### config.mk
export PLATFORM = sky130hd
export DESIGN_NAME = uart_arb_ctrl
export DESIGN_NICKNAME = d
export VERILOG_FILES = /design/src/rtl/uart_arb_ctrl.sv
export SDC_FILE = /design/constraint.sdc
export NUM_CORES = 1
export LEC_CHECK = 0
export CAP_MARGIN = 20
export CORE_MARGIN = 5
export CORE_UTILIZATION = 43
export DETAILED_ROUTE_END_ITERATION = 10
export GPL_ROUTABILITY_DRIVEN = 1
export PLACE_DENSITY = 0.78
export SLEW_MARGIN = 20
export SYNTH_ARGS = -nofsm -noshare
export SYNTH_HDL_FRONTEND = slang
export SYNTH_SLANG_ARGS = --single-unit
### constraint.sdc
create_clock -name clk -period 2.2 [get_ports clk]
set_input_delay 0.55 -clock clk [delete_from_list [all_inputs] [get_ports clk]]
set_output_delay 0.55 -clock clk [all_outputs]
set_load 0.05 [all_outputs]
### src/rtl/uart_arb_ctrl.sv
`timescale 1ns/1ps
`default_nettype none
// ============================================================================
// Module   : uart_arb_ctrl
// Brief    : Shares one register-mapped UART between N transmit requesters
//            and a single receive consumer, alternating RX and TX service.
// Revision : 1.0 - initial release
// ============================================================================
module uart_arb_ctrl #(
    parameter int NumReq       = 2,
    parameter int SettleCycles = 2
) (
    input  logic                   clk,
    input  logic                   rst_n,
    input  logic [NumReq-1:0]      req_valid,
    input  logic [NumReq-1:0][7:0] req_data,
    output logic [NumReq-1:0]      req_ready,
    output logic                   rx_valid,
    output logic [7:0]             rx_data,
    input  logic                   rx_ready,
    output logic [3:0]             uart_addr,
    output logic [7:0]             uart_wdata,
    output logic                   uart_strobe,
    input  logic [7:0]             uart_rdata
);

    localparam int PtrW = (NumReq > 1) ? $clog2(NumReq) : 1;
    localparam int CntW = (SettleCycles > 1) ? $clog2(SettleCycles) : 1;

    localparam logic [3:0]      c_ADDR_RX_STAT = 4'h0;
    localparam logic [3:0]      c_ADDR_RX_POP  = 4'h1;
    localparam logic [3:0]      c_ADDR_TX_DATA = 4'h3;
    localparam logic [3:0]      c_ADDR_TX_STAT = 4'h4;
    localparam logic [CntW-1:0] c_SETTLE_LAST  = CntW'(SettleCycles - 1);
    localparam logic [PtrW-1:0] c_PTR_LAST     = PtrW'(NumReq - 1);
    localparam logic [NumReq-1:0] c_ONE        = {{(NumReq-1){1'b0}}, 1'b1};

    typedef enum logic [3:0] {
        S_IDLE     = 4'd0,
        S_POLL_RX  = 4'd1,
        S_CHK_RX   = 4'd2,
        S_READ_RX  = 4'd3,
        S_CAP_RX   = 4'd4,
        S_POLL_TX  = 4'd5,
        S_CHK_TX   = 4'd6,
        S_WRITE_TX = 4'd7,
        S_SETTLE   = 4'd8
    } state_t;

    state_t            state_q;
    logic              strobe_q;
    logic [3:0]        addr_q;
    logic [7:0]        wdata_q;
    logic [NumReq-1:0] req_ready_q;
    logic              rx_valid_q;
    logic [7:0]        rx_data_q;
    logic [PtrW-1:0]   rr_ptr_q;
    logic [PtrW-1:0]   grant_q;
    logic [PtrW-1:0]   grant_d;
    logic              last_tx_q;
    logic [CntW-1:0]   cnt_q;

    // Rotate the request vector so bit 0 is rr_ptr, then take the lowest set bit.
    logic [2*NumReq-1:0] req_dbl;
    logic [2*NumReq-1:0] req_rot;
    logic                found;
    int                  sum;

    always_comb begin
        req_dbl = {req_valid, req_valid};
        req_rot = req_dbl >> rr_ptr_q;
        grant_d = rr_ptr_q;
        found   = 1'b0;
        sum     = 0;
        for (int k = 0; k < NumReq; k++) begin
            if (!found && req_rot[k]) begin
                found = 1'b1;
                sum   = int'(rr_ptr_q) + k;
                if (sum >= NumReq) begin
                    sum = sum - NumReq;
                end
                grant_d = PtrW'(sum);
            end
        end
    end

    always_ff @(posedge clk or negedge rst_n) begin
        if (!rst_n) begin
            state_q     <= S_IDLE;
            strobe_q    <= 1'b0;
            addr_q      <= 4'h0;
            wdata_q     <= 8'h00;
            req_ready_q <= '0;
            rx_valid_q  <= 1'b0;
            rx_data_q   <= 8'h00;
            rr_ptr_q    <= '0;
            grant_q     <= '0;
            last_tx_q   <= 1'b1;
            cnt_q       <= '0;
        end else begin
            strobe_q    <= 1'b0;
            req_ready_q <= '0;
            if (rx_valid_q && rx_ready) begin
                rx_valid_q <= 1'b0;
            end
            case (state_q)
                S_IDLE: begin
                    if (!rx_valid_q && (last_tx_q || !(|req_valid))) begin
                        state_q   <= S_POLL_RX;
                        last_tx_q <= 1'b0;
                        strobe_q  <= 1'b1;
                        addr_q    <= c_ADDR_RX_STAT;
                    end else if (|req_valid) begin
                        state_q   <= S_POLL_TX;
                        last_tx_q <= 1'b1;
                        strobe_q  <= 1'b1;
                        addr_q    <= c_ADDR_TX_STAT;
                        grant_q   <= grant_d;
                    end
                end
                S_POLL_RX: state_q <= S_CHK_RX;
                S_CHK_RX: begin
                    if (uart_rdata[0]) begin
                        state_q  <= S_READ_RX;
                        strobe_q <= 1'b1;
                        addr_q   <= c_ADDR_RX_POP;
                    end else begin
                        state_q <= S_IDLE;
                    end
                end
                S_READ_RX: state_q <= S_CAP_RX;
                S_CAP_RX: begin
                    rx_data_q  <= uart_rdata;
                    rx_valid_q <= 1'b1;
                    state_q    <= S_IDLE;
                end
                S_POLL_TX: state_q <= S_CHK_TX;
                S_CHK_TX: begin
                    // A requester that withdrew while we polled is skipped silently.
                    if (uart_rdata[0] && req_valid[grant_q]) begin
                        state_q     <= S_WRITE_TX;
                        strobe_q    <= 1'b1;
                        addr_q      <= c_ADDR_TX_DATA;
                        wdata_q     <= req_data[grant_q];
                        req_ready_q <= c_ONE << grant_q;
                        rr_ptr_q    <= (grant_q == c_PTR_LAST) ? '0 : grant_q + 1'b1;
                    end else begin
                        state_q <= S_IDLE;
                    end
                end
                S_WRITE_TX: begin
                    state_q <= S_SETTLE;
                    cnt_q   <= c_SETTLE_LAST;
                end
                S_SETTLE: begin
                    if (cnt_q == '0) begin
                        state_q <= S_IDLE;
                    end else begin
                        cnt_q <= cnt_q - 1'b1;
                    end
                end
                default: state_q <= S_IDLE;
            endcase
        end
    end

    assign uart_strobe = strobe_q;
    assign uart_addr   = addr_q;
    assign uart_wdata  = wdata_q;
    assign req_ready   = req_ready_q;
    assign rx_valid    = rx_valid_q;
    assign rx_data     = rx_data_q;

endmodule
`default_nettype wire

==> summary.md <==
| Metric | Value |
|---|---|
| #FFs+latches synth | 31 |
| Worst hold path class | reg -> reg |
| Worst setup path category | reg -> out |
| Reg2reg path depth | 3 |
| RSZ-0062 raised after global routing | false |
| GPL Wtd Cong | between 0.7 and 0.8 |
| PortBufs | 51 |
| Crit path max-delay cell type | clkdlybuf4s50_1 |
| Final setup viols | 0 |
| First-pass GRT wire length | about 5 mm |
| Critical path launch point type | flop |
| HPWL after DPL | 2.49 mm |
| Worst path bufs/invs | 1 |
| Warnings, synthesis | 0 |
| Rel. slew slack | roughly two thirds |
| Critical Path AT | around 1.5 ns |
| Die Footprint | between 4000 and 5000 sq um |
| Num Clock Sinks | 31 |
| Pwr/cell area | ~1500 nW/um^2 |
| Peak supply drop | around 0.76 mV |
| Max Cap Violations | 0 |
| CTS Buf Count | 5 |
| Worst Skew | between 0.002 and 0.003 ns |
| # nets final | about 190 |
| Post-synthesis cell type count | 36 |
| # rows | 20 |
| Worst setup EP type | output port |
| Syn Nets | about 140 |
| Max Slew Vio Count | 0 |
| Setup Buffers After CTS | 0 |
| Antenna violations before repair | 0 |
| Register area share after synthesis | a little over half |
| DRT Pass-1 Iters | 4 |
| Die W | roughly 67 microns |
| Starting density of the core | 45.6% |
| Slew @ Worst Pin | between 0.5 and 0.6 ns |
| Antenna diodes | 0 |
| Layout cell share with drive strength beyond 1 | 24.7% |
| Commonest non-fill, non-tap cell in the layout | clkdlybuf4s50_1 |
| DRC viols | 0 |
| Tcrit/Tclk final | a little over nine tenths |
| Critical Path Max Stage Delay | 0.82 ns |
| Vias/cell | 5.00 |
| Final Hold Fails | 0 |
| Family with the most delay on the worst path | buffers and inverters |
| Area growth syn-to-layout | 44.7% |
| Final Power | ~3.0 mW |
| Synthesized area | 1420 sq um |
| Clk slew on worst S/H paths | about 0.09 ns |
| Worst Hold Depth | 1 |
| Peak Freq | about 480 MHz |
| Worst skew pair latency | ~0.32 ns |
| Chip Height | 67.4 microns |
| Cts hold-fix bufs | 0 |
| Iteration-0 DRC Markers | 40 |
| Wire length per cell | ~15 microns |
| Gr ovfl total | 0 |
| Final setup TNS | 0 ns |
| Crit-path cells | clkdlybuf4s50_1 |
| Most frequent cells in the layout | 51 x clkdlybuf4s50_1, 30 x dfrtp_1, 23 x mux2_2, 5 x clkbuf_4 |
| Worst path depth | 1 |
| Leakage Power | 0.889 nW |
| Max Root-Sink Buffers | 2 |
| Vias in the first global route | ~1000 |
| H-tree levels | 2 |
| CTS tree | done |
| Post-CTS Resized | 0 |
| Synthesized area per cell | ~13 sq um |
| Root buf cell | clkbuf_4 |
| Core Region | about 3100 sq um |
| Post-layout min period | approximately 2.1 ns |
| Critical-path maximum fanout | 4 |
| Outcome | complete, no violations |
| Post-Route WL | 3.08 mm |
| Largest net degree at the start of global routing | 32 |
| Synth Instances | about 110 |
| Vias | ~1000 |
| Worst Path Required | 1.65 ns |
| GRT Total Usage | between 10 and 15% |
| IO Count | between 50 and 60 |
| DRT antenna net count | 0 |
## logic make-up after synthesis
logic type	after synthesis	share of synthesized area (%)
and+or+nand+nor	21	11.0
DFF	31	54.9
muxes	27	21.2
AOI/OAI and AO/OA	19	9.45
buffers and inverters	9	3.27
other	1	0.265
## power breakdown
group | switching, mW | internal, mW
Clock | 0.172 | 0.188
Sequential | 0.173 | 0.803
Combinational | 0.973 | 0.681
Total | 1.32 | 1.67
## layer usage
layer	track usage (%)	up-vias	part of all wire [%]	wire (microns)
met4	8.35	0	2.3	70
met3	3.66	6	4.5	139
met1	16.6	511	38	1160
met2	25.8	30	56	1710
met5	0	-	0	0
li1	-	502	-	-
## cell usage after synthesis (all sizes together)
| cell type | n | area [sq um] |
|---|---|---|
| nand3b | 1 | 20.0 |
| or2 | 1 | 8.76 |
| a21boi | 1 | 7.51 |
| o21a | 1 | 7.51 |
| nand2 | 3 | 11.3 |
| o311a | 1 | 10.0 |
| or3 | 3 | 18.8 |
| nor2 | 4 | 15.0 |
| inv | 4 | 15.0 |
| dfstp | 1 | 26.3 |
| a31o | 1 | 8.76 |
| o21ai | 4 | 20.0 |
| a21oi | 2 | 10.0 |
| a211oi | 1 | 7.51 |
| o22ai | 1 | 6.26 |
| a31oi | 1 | 6.26 |
| o21bai | 2 | 15.0 |
| buf | 3 | 23.8 |
| nor3 | 2 | 32.5 |
| or4 | 1 | 11.3 |
| nand3 | 3 | 15.0 |
| mux2 | 24 | 270 |
| a41o | 1 | 10.0 |
| o2bb2ai | 1 | 8.76 |
| o31ai | 1 | 7.51 |
| dfrtp | 30 | 751 |
| conb | 1 | 3.75 |
| a311oi | 1 | 8.76 |
| nor3b | 1 | 7.51 |
| nand2b | 2 | 15.0 |
| mux2i | 3 | 30.0 |
| clkbuf | 2 | 7.51 |
## registers in the layout, indices dropped and copies added (netlist names)
name,flops
state_q,4
req_ready,2
uart_wdata,8
grant_q,1
uart_strobe,1
cnt_q,1
uart_addr,3
rx_data,8
last_tx_q,1
rr_ptr_q,1
rx_valid,1
## area by class of cell
type                       instances  area (sq um)
clock buffer                       8          68.8
inverter                           4          15.0
multi-input combinational         68           593
tap                               44          55.1
timing repair buffer              55           541
fill                             277          1050
sequential                        31           777
## stage by stage
stage | setup WS, ns | util (%) | cells | hold WS [ns] | area [sq um]
6_report | 0.114 | 66.0 | 210 | 0.500 | 2050
5_1_grt | 0.0730 | 66.0 | 210 | 0.525 | 2050
4_1_cts | 0.0952 | 66.0 | 210 | 0.507 | 2050
3_5_place_dp | 0.0464 | 63.8 | 202 | 0.486 | 1980
3_3_place_gp | 0.113 | 63.8 | 202 | 0.482 | 1980
2_1_floorplan | 0.626 | - | 108 | 0.254 | 1420
## final timing paths
check	from	to	slack [ns]
max	rx_valid	rx_valid	0.11
max in group asynchronous	rst_n	last_tx_q	1.26
max reg2reg	state_q[3]	uart_wdata[6]	0.50
min reg2reg	uart_wdata[7]	uart_wdata[7]	0.50
min in group asynchronous	rst_n	state_q[0]	0.62
min	uart_wdata[7]	uart_wdata[7]	0.50
No activity file was read; power rests on OpenSTA's default activity.
